**src/rtl/axi_burst_addr_gen.sv**
```systemverilog
// AXI address-channel burst generator: splits a beat count into bursts that never
// cross a 4 KB boundary, with optional address wrap, credit limiting and clean abort.
module axi_burst_addr_gen #(
  parameter int ADDR_W          = 64,
  parameter int CNT_W           = 40,
  parameter int MAX_OUTSTANDING = 8
) (
  input  logic              clk,
  input  logic              rst,
  input  logic              engine_start,
  input  logic [ADDR_W-1:0] source_address,
  input  logic [CNT_W-1:0]  total_beat_count,
  input  logic [2:0]        size,
  input  logic [7:0]        len,
  input  logic              wrap_mode,
  input  logic [3:0]        wrap_len,
  input  logic              abort,
  input  logic              resp_done,
  output logic [ADDR_W-1:0] axi_addr,
  output logic [7:0]        axi_len,
  output logic              axi_valid,
  input  logic              axi_ready,
  output logic              busy,
  output logic              addr_send_done,
  output logic [31:0]       bursts_issued,
  output logic [2:0]        state_dbg
);

  typedef enum logic [2:0] {
    S_IDLE, S_INIT, S_CALC, S_SEND, S_DRAIN, S_DONE
  } state_t;

  state_t              state_q, state_d;
  logic [ADDR_W-1:0]   addr_q, base_q;
  logic [CNT_W-1:0]    rem_q;
  logic [2:0]          size_q;
  logic [7:0]          len_q;
  logic                wrap_q;
  logic [3:0]          wrap_len_q;
  logic [8:0]          burst_q, burst_d;
  logic [8:0]          outst_q;
  logic                abort_q, abort_eff;
  logic [2:0]          size_fix;
  logic [ADDR_W-1:0]   low_mask, step, sum, win_mask, next_addr;
  logic [12:0]         to4k;
  logic                hs;

  // Handshake: a burst is transferred on any cycle where axi_valid && axi_ready;
  // once raised, axi_valid and axi_addr/axi_len hold until that cycle.
  assign axi_valid      = (state_q == S_SEND) && (outst_q < 9'(MAX_OUTSTANDING));
  assign hs             = axi_valid && axi_ready;
  assign busy           = (state_q != S_IDLE);
  assign addr_send_done = (state_q == S_DONE);
  assign state_dbg      = state_q;
  assign abort_eff      = abort_q || abort;

  assign size_fix = (size < 3'd2) ? 3'd7 : size;
  assign low_mask = (ADDR_W'(1) << size_fix) - ADDR_W'(1);

  // Wide enough that 4096 >> size is exact for every legal size.
  assign to4k = (13'd4096 >> size_q) - ({1'b0, addr_q[11:0]} >> size_q);

  always_comb begin
    burst_d = {1'b0, len_q} + 9'd1;
    if (to4k < {4'd0, burst_d}) burst_d = to4k[8:0];
    if (rem_q < CNT_W'(burst_d)) burst_d = rem_q[8:0];
  end

  // In wrap mode everything above the window comes from the start address.
  assign step      = ADDR_W'(burst_q) << size_q;
  assign sum       = addr_q + step;
  assign win_mask  = (ADDR_W'(1) << (5'd12 + 5'(wrap_len_q))) - ADDR_W'(1);
  assign next_addr = wrap_q ? ((sum & win_mask) | (base_q & ~win_mask)) : sum;

  always_comb begin
    state_d = state_q;
    unique case (state_q)
      S_IDLE:  if (engine_start) state_d = S_INIT;
      S_INIT: begin
        if (rem_q == '0)    state_d = S_DONE;
        else if (abort_eff) state_d = S_DRAIN;
        else                state_d = S_CALC;
      end
      S_CALC:  state_d = abort_eff ? S_DRAIN : S_SEND;
      S_SEND: begin
        if (hs)
          state_d = ((rem_q == CNT_W'(burst_q)) || abort_eff) ? S_DRAIN : S_CALC;
        else if (!axi_valid && abort_eff)
          state_d = S_DRAIN;
      end
      S_DRAIN: if (outst_q == 9'd0) state_d = S_DONE;
      S_DONE:  state_d = S_IDLE;
      default: state_d = S_IDLE;
    endcase
  end

  always_ff @(posedge clk) begin
    if (rst) begin
      state_q       <= S_IDLE;
      addr_q        <= '0;
      base_q        <= '0;
      rem_q         <= '0;
      size_q        <= '0;
      len_q         <= '0;
      wrap_q        <= 1'b0;
      wrap_len_q    <= '0;
      burst_q       <= '0;
      outst_q       <= '0;
      abort_q       <= 1'b0;
      axi_addr      <= '0;
      axi_len       <= '0;
      bursts_issued <= '0;
    end else begin
      state_q <= state_d;

      if (hs && !resp_done)
        outst_q <= outst_q + 9'd1;
      else if (!hs && resp_done && (outst_q != 9'd0))
        outst_q <= outst_q - 9'd1;

      if ((state_q == S_IDLE) && engine_start) begin
        addr_q        <= source_address & ~low_mask;
        base_q        <= source_address & ~low_mask;
        rem_q         <= total_beat_count;
        size_q        <= size_fix;
        len_q         <= len;
        wrap_q        <= wrap_mode;
        wrap_len_q    <= wrap_len;
        abort_q       <= 1'b0;
        bursts_issued <= '0;
      end else if (abort && ((state_q == S_INIT) || (state_q == S_CALC) || (state_q == S_SEND))) begin
        abort_q <= 1'b1;
      end

      if (state_q == S_CALC) begin
        burst_q  <= burst_d;
        axi_addr <= addr_q;
        axi_len  <= 8'(burst_d - 9'd1);
      end

      if (hs) begin
        addr_q        <= next_addr;
        rem_q         <= rem_q - CNT_W'(burst_q);
        bursts_issued <= bursts_issued + 32'd1;
      end
    end
  end

endmodule

```
**config.mk**
```make
export PLATFORM = sky130hd
export DESIGN_NAME = axi_burst_addr_gen
export DESIGN_NICKNAME = d
export VERILOG_FILES = /design/src/rtl/axi_burst_addr_gen.sv
export SDC_FILE = /design/constraint.sdc
export NUM_CORES = 1
export LEC_CHECK = 0
export CAP_MARGIN = 20
export CORE_ASPECT_RATIO = 0.7
export CORE_UTILIZATION = 24
export CTS_CLUSTER_SIZE = 12
export DETAILED_ROUTE_END_ITERATION = 16
export GPL_ROUTABILITY_DRIVEN = 0
export GPL_TIMING_DRIVEN = 0
export PLACE_DENSITY = 0.43
export RECOVER_POWER = 50
export SYNTH_ARGS = -nofsm -noshare
export SYNTH_HDL_FRONTEND = slang
export SYNTH_SLANG_ARGS = --single-unit
```
**constraint.sdc**
```tcl
create_clock -name clk -period 15.2 [get_ports clk]
set_clock_uncertainty 0.05 [all_clocks]
set_input_delay 3.04 -clock clk [delete_from_list [all_inputs] [get_ports clk]]
set_output_delay 3.04 -clock clk [all_outputs]
set_load 0.01 [all_outputs]
```
==> out/metrics.cfg <==
[run_status]
status = finished clean

[clock_network]
postCtsSetupBuffers = 0
clockBufferDepth = 3
ctsHoldBuffers = 0
root_buffer = clkbuf_16
tritoncts = yes
clock_latency_ps = 570
cts_inserted_buffers = 37
clock-sinks = 310
htreeDepth = 2
path_clk_slew_ps = 60
cts.repair.resized = 0

[logic_synthesis]
synth_top_area_cell = dfxtp_1
synth-seq-cells = 310
yosysMostFrequentCell = nand2_1
yosysWarnings = 0
syn-num-nets = 2637
synth.area.top_cells = dfxtp_1 (33%), nand2_1 (8.1%), a21oi_1 (7.2%)
syn_avg_cell_area_um2 = 7.62
async_reset_ff_share_pct = 0
synth_area_um2 = 18600
yosysSeqAreaShare_pct = 33.4
synth_edf_count = 0
synth_ff_type = dfxtp_1
synth_top_area_share_pct = 33.4
synth_cell_type_count = 88
syn-instance-count = 2435
yosys-top-cells-count = nand2_1 (401), dfxtp_1 (310), a21oi_1 (266)

[routing]
vias = 20600
drt_iter0_drc = 2810
drt_first_pass_iters = 8
routed_via_density = 5.47
drc = 0
wl_per_cell_um = 24.7
ant_nets = 0
wirelength_um = 93400

[die]
die_x_um = 334
pin_count = 236
die_area_um2 = 78500
start_util_pct = 24.5
rows = 84
die_h_um = 235
core_um2 = 75800

[timing]
worst_slew_pin_slew_ps = 1200
clock.fmax_mhz = 100
setup_tns_ps = 0
finalSetupViolations = 0
period_share_pct = 65.8
finalHoldViolCount = 0
fin_crit_ps = 10000
max_slew_margin_pct = 19.7
rsz0062_at_grt = false
finalMaxSlewViolations = 0

[grt]
globalRouteTotalUtil_pct = 22.9
grt_overflow = 0
grt_pass1_wl_um = 132000
grt_max_degree = 13
grt_pass1_vias = 19100
antenna_found_initial = 5

[cells_and_area]
fin_area_um2 = 23500
syn_to_final_growth_pct = 26.6
fin_nets = 2920
final_cells = 3773
final_util_pct = 31.0
drive_gt1_share_pct = 4.67

[setup_path]
endpoint = axi_len[6]
rr_worst_depth = 37
worstPathRequired_ps = 15560
cp_slowest_stage_delay_ps = 590
cp_slowest_cell = xnor2_1
crit_arrival_ps = 10360
r2r_slack_ps = 5200
cp_common_cell = ha_1
cp-start-kind = register
crit_fanout = 10
crit_start = size_q[2]
timing.rr.start = size_q[2]
reg2reg_to = axi_len[6]
path_class = register to register
cp-end-kind = register

[placement]
hpwl_um = 72000
place_area_um2 = 22300
place_inst = 3706
port_buffers = 235

[pwr]
power_density_nw_per_um2 = 160
p_leak_uw = 0.00841
total_power_uw = 3770
vdd_drop_max_mv = 0.0713

[run]
maxCapViolCount = 0

[worst_hold_path]
hold_class = register to register

sequential cells by signal (all words and copies together) (netlist names), 8 cells and up:
signal         cells
outst_q            9
bursts_issued     32
rem_q             40
burst_q            9
len_q              8
axi_addr          64
addr_q            64
base_q            64
axi_len            8
per-stage QoR:
| stage | worst slack, ps | hold WS, ps |
|---|---|---|
| after floorplan | 7600 | 383 |
| after global placement | 5590 | 390 |
| after detailed placement | 5570 | 393 |
| after CTS | 5510 | 401 |
| after global routing | 4630 | 417 |
| final | 5200 | 399 |
per-layer routing:
layer	global-route usage, %	vias to the layer above	share of wire [%]	wire length, um
met3	7.78	139	12	11300
met4	6.44	2	2.4	2290
met1	33.4	9970	46	43200
met5	0	-	0.014	13
met2	31.4	1145	39	36600
li1	-	9378	-	-
layout make-up:
| cell class | count | area, um2 |
|---|---|---|
| plain buffers | 164 | 648 |
| flip-flops and latches | 310 | 6210 |
| well taps | 1032 | 1290 |
| multi-input cells | 1885 | 11400 |
| clock inverters | 6 | 83.8 |
| diodes | 1 | 2.50 |
| repair buffers | 244 | 2470 |
| clock buffers | 55 | 1080 |
| inverters | 76 | 285 |
| fillers | 8139 | 52300 |
report_power, final:
part / switching (uW) / leakage [uW] / total [uW] / internal, uW
clock network: 382 / 0.000575 / 906 / 524
registers: 130 / 0.00252 / 1060 / 928
logic: 1200 / 0.00531 / 1800 / 605
total: 1710 / 0.00841 / 3770 / 2060
how the worst min path moves through the flow:
stage | startpoint | to | slack (ps) | cells after the start
floorplan | base_q[3] | base_q[3] | 380 | 2
global placement | base_q[28] | base_q[28] | 390 | 2
detailed placement | base_q[3] | base_q[3] | 390 | 2
CTS | base_q[3] | base_q[3] | 400 | 2
global route | axi_addr[27] | axi_addr[27] | 420 | 2
finish | axi_addr[26] | axi_addr[26] | 400 | 2
kinds of logic (layout without fill, tap and decap cells):
| family | Yosys count | count (layout) | synth area share [%] |
|---|---|---|---|
| mux | 64 | 64 | 4.02 |
| flops | 310 | 310 | 33.4 |
| xor+xnor | 89 | 89 | 4.20 |
| buf+inv | 240 | 545 | 5.03 |
| compound gates | 719 | 719 | 25.1 |
| fa+ha+maj | 76 | 76 | 5.25 |
| other cells | 0 | 1 | 0 |
| simple gates | 937 | 937 | 23.0 |
worst max-delay path, delay by kind of cell (launching register included):
family | cells | cell delay (ps)
mux | 3 | 610
buf+inv | 7 | 1920
flops | 1 | 470
simple gates | 8 | 1950
compound gates | 14 | 2780
xor+xnor | 1 | 590
fa+ha+maj | 4 | 1460
cells in the final DEF, fill, tap and decap left out, types with 20 or more instances in the layout:
cell type and count:
clkdlybuf4s50_1 122, inv_1 74, clkbuf_1 148, and3_1 33, o22ai_1 25, a22oi_1 56
dfxtp_1 310, a21oi_1 266, nand4_1 21, o211ai_1 21, a31oi_1 42, a211oi_1 25
xnor2_1 65, nor3_1 45, nand3_1 102, nand2_1 401, xor2_1 24, mux2i_1 43
or3_1 20, ha_1 73, clkbuf_16 37, nor2_1 194, dlygate4sd3_1 113, o21ai_0 91
Power figures use the tool's default switching activity.
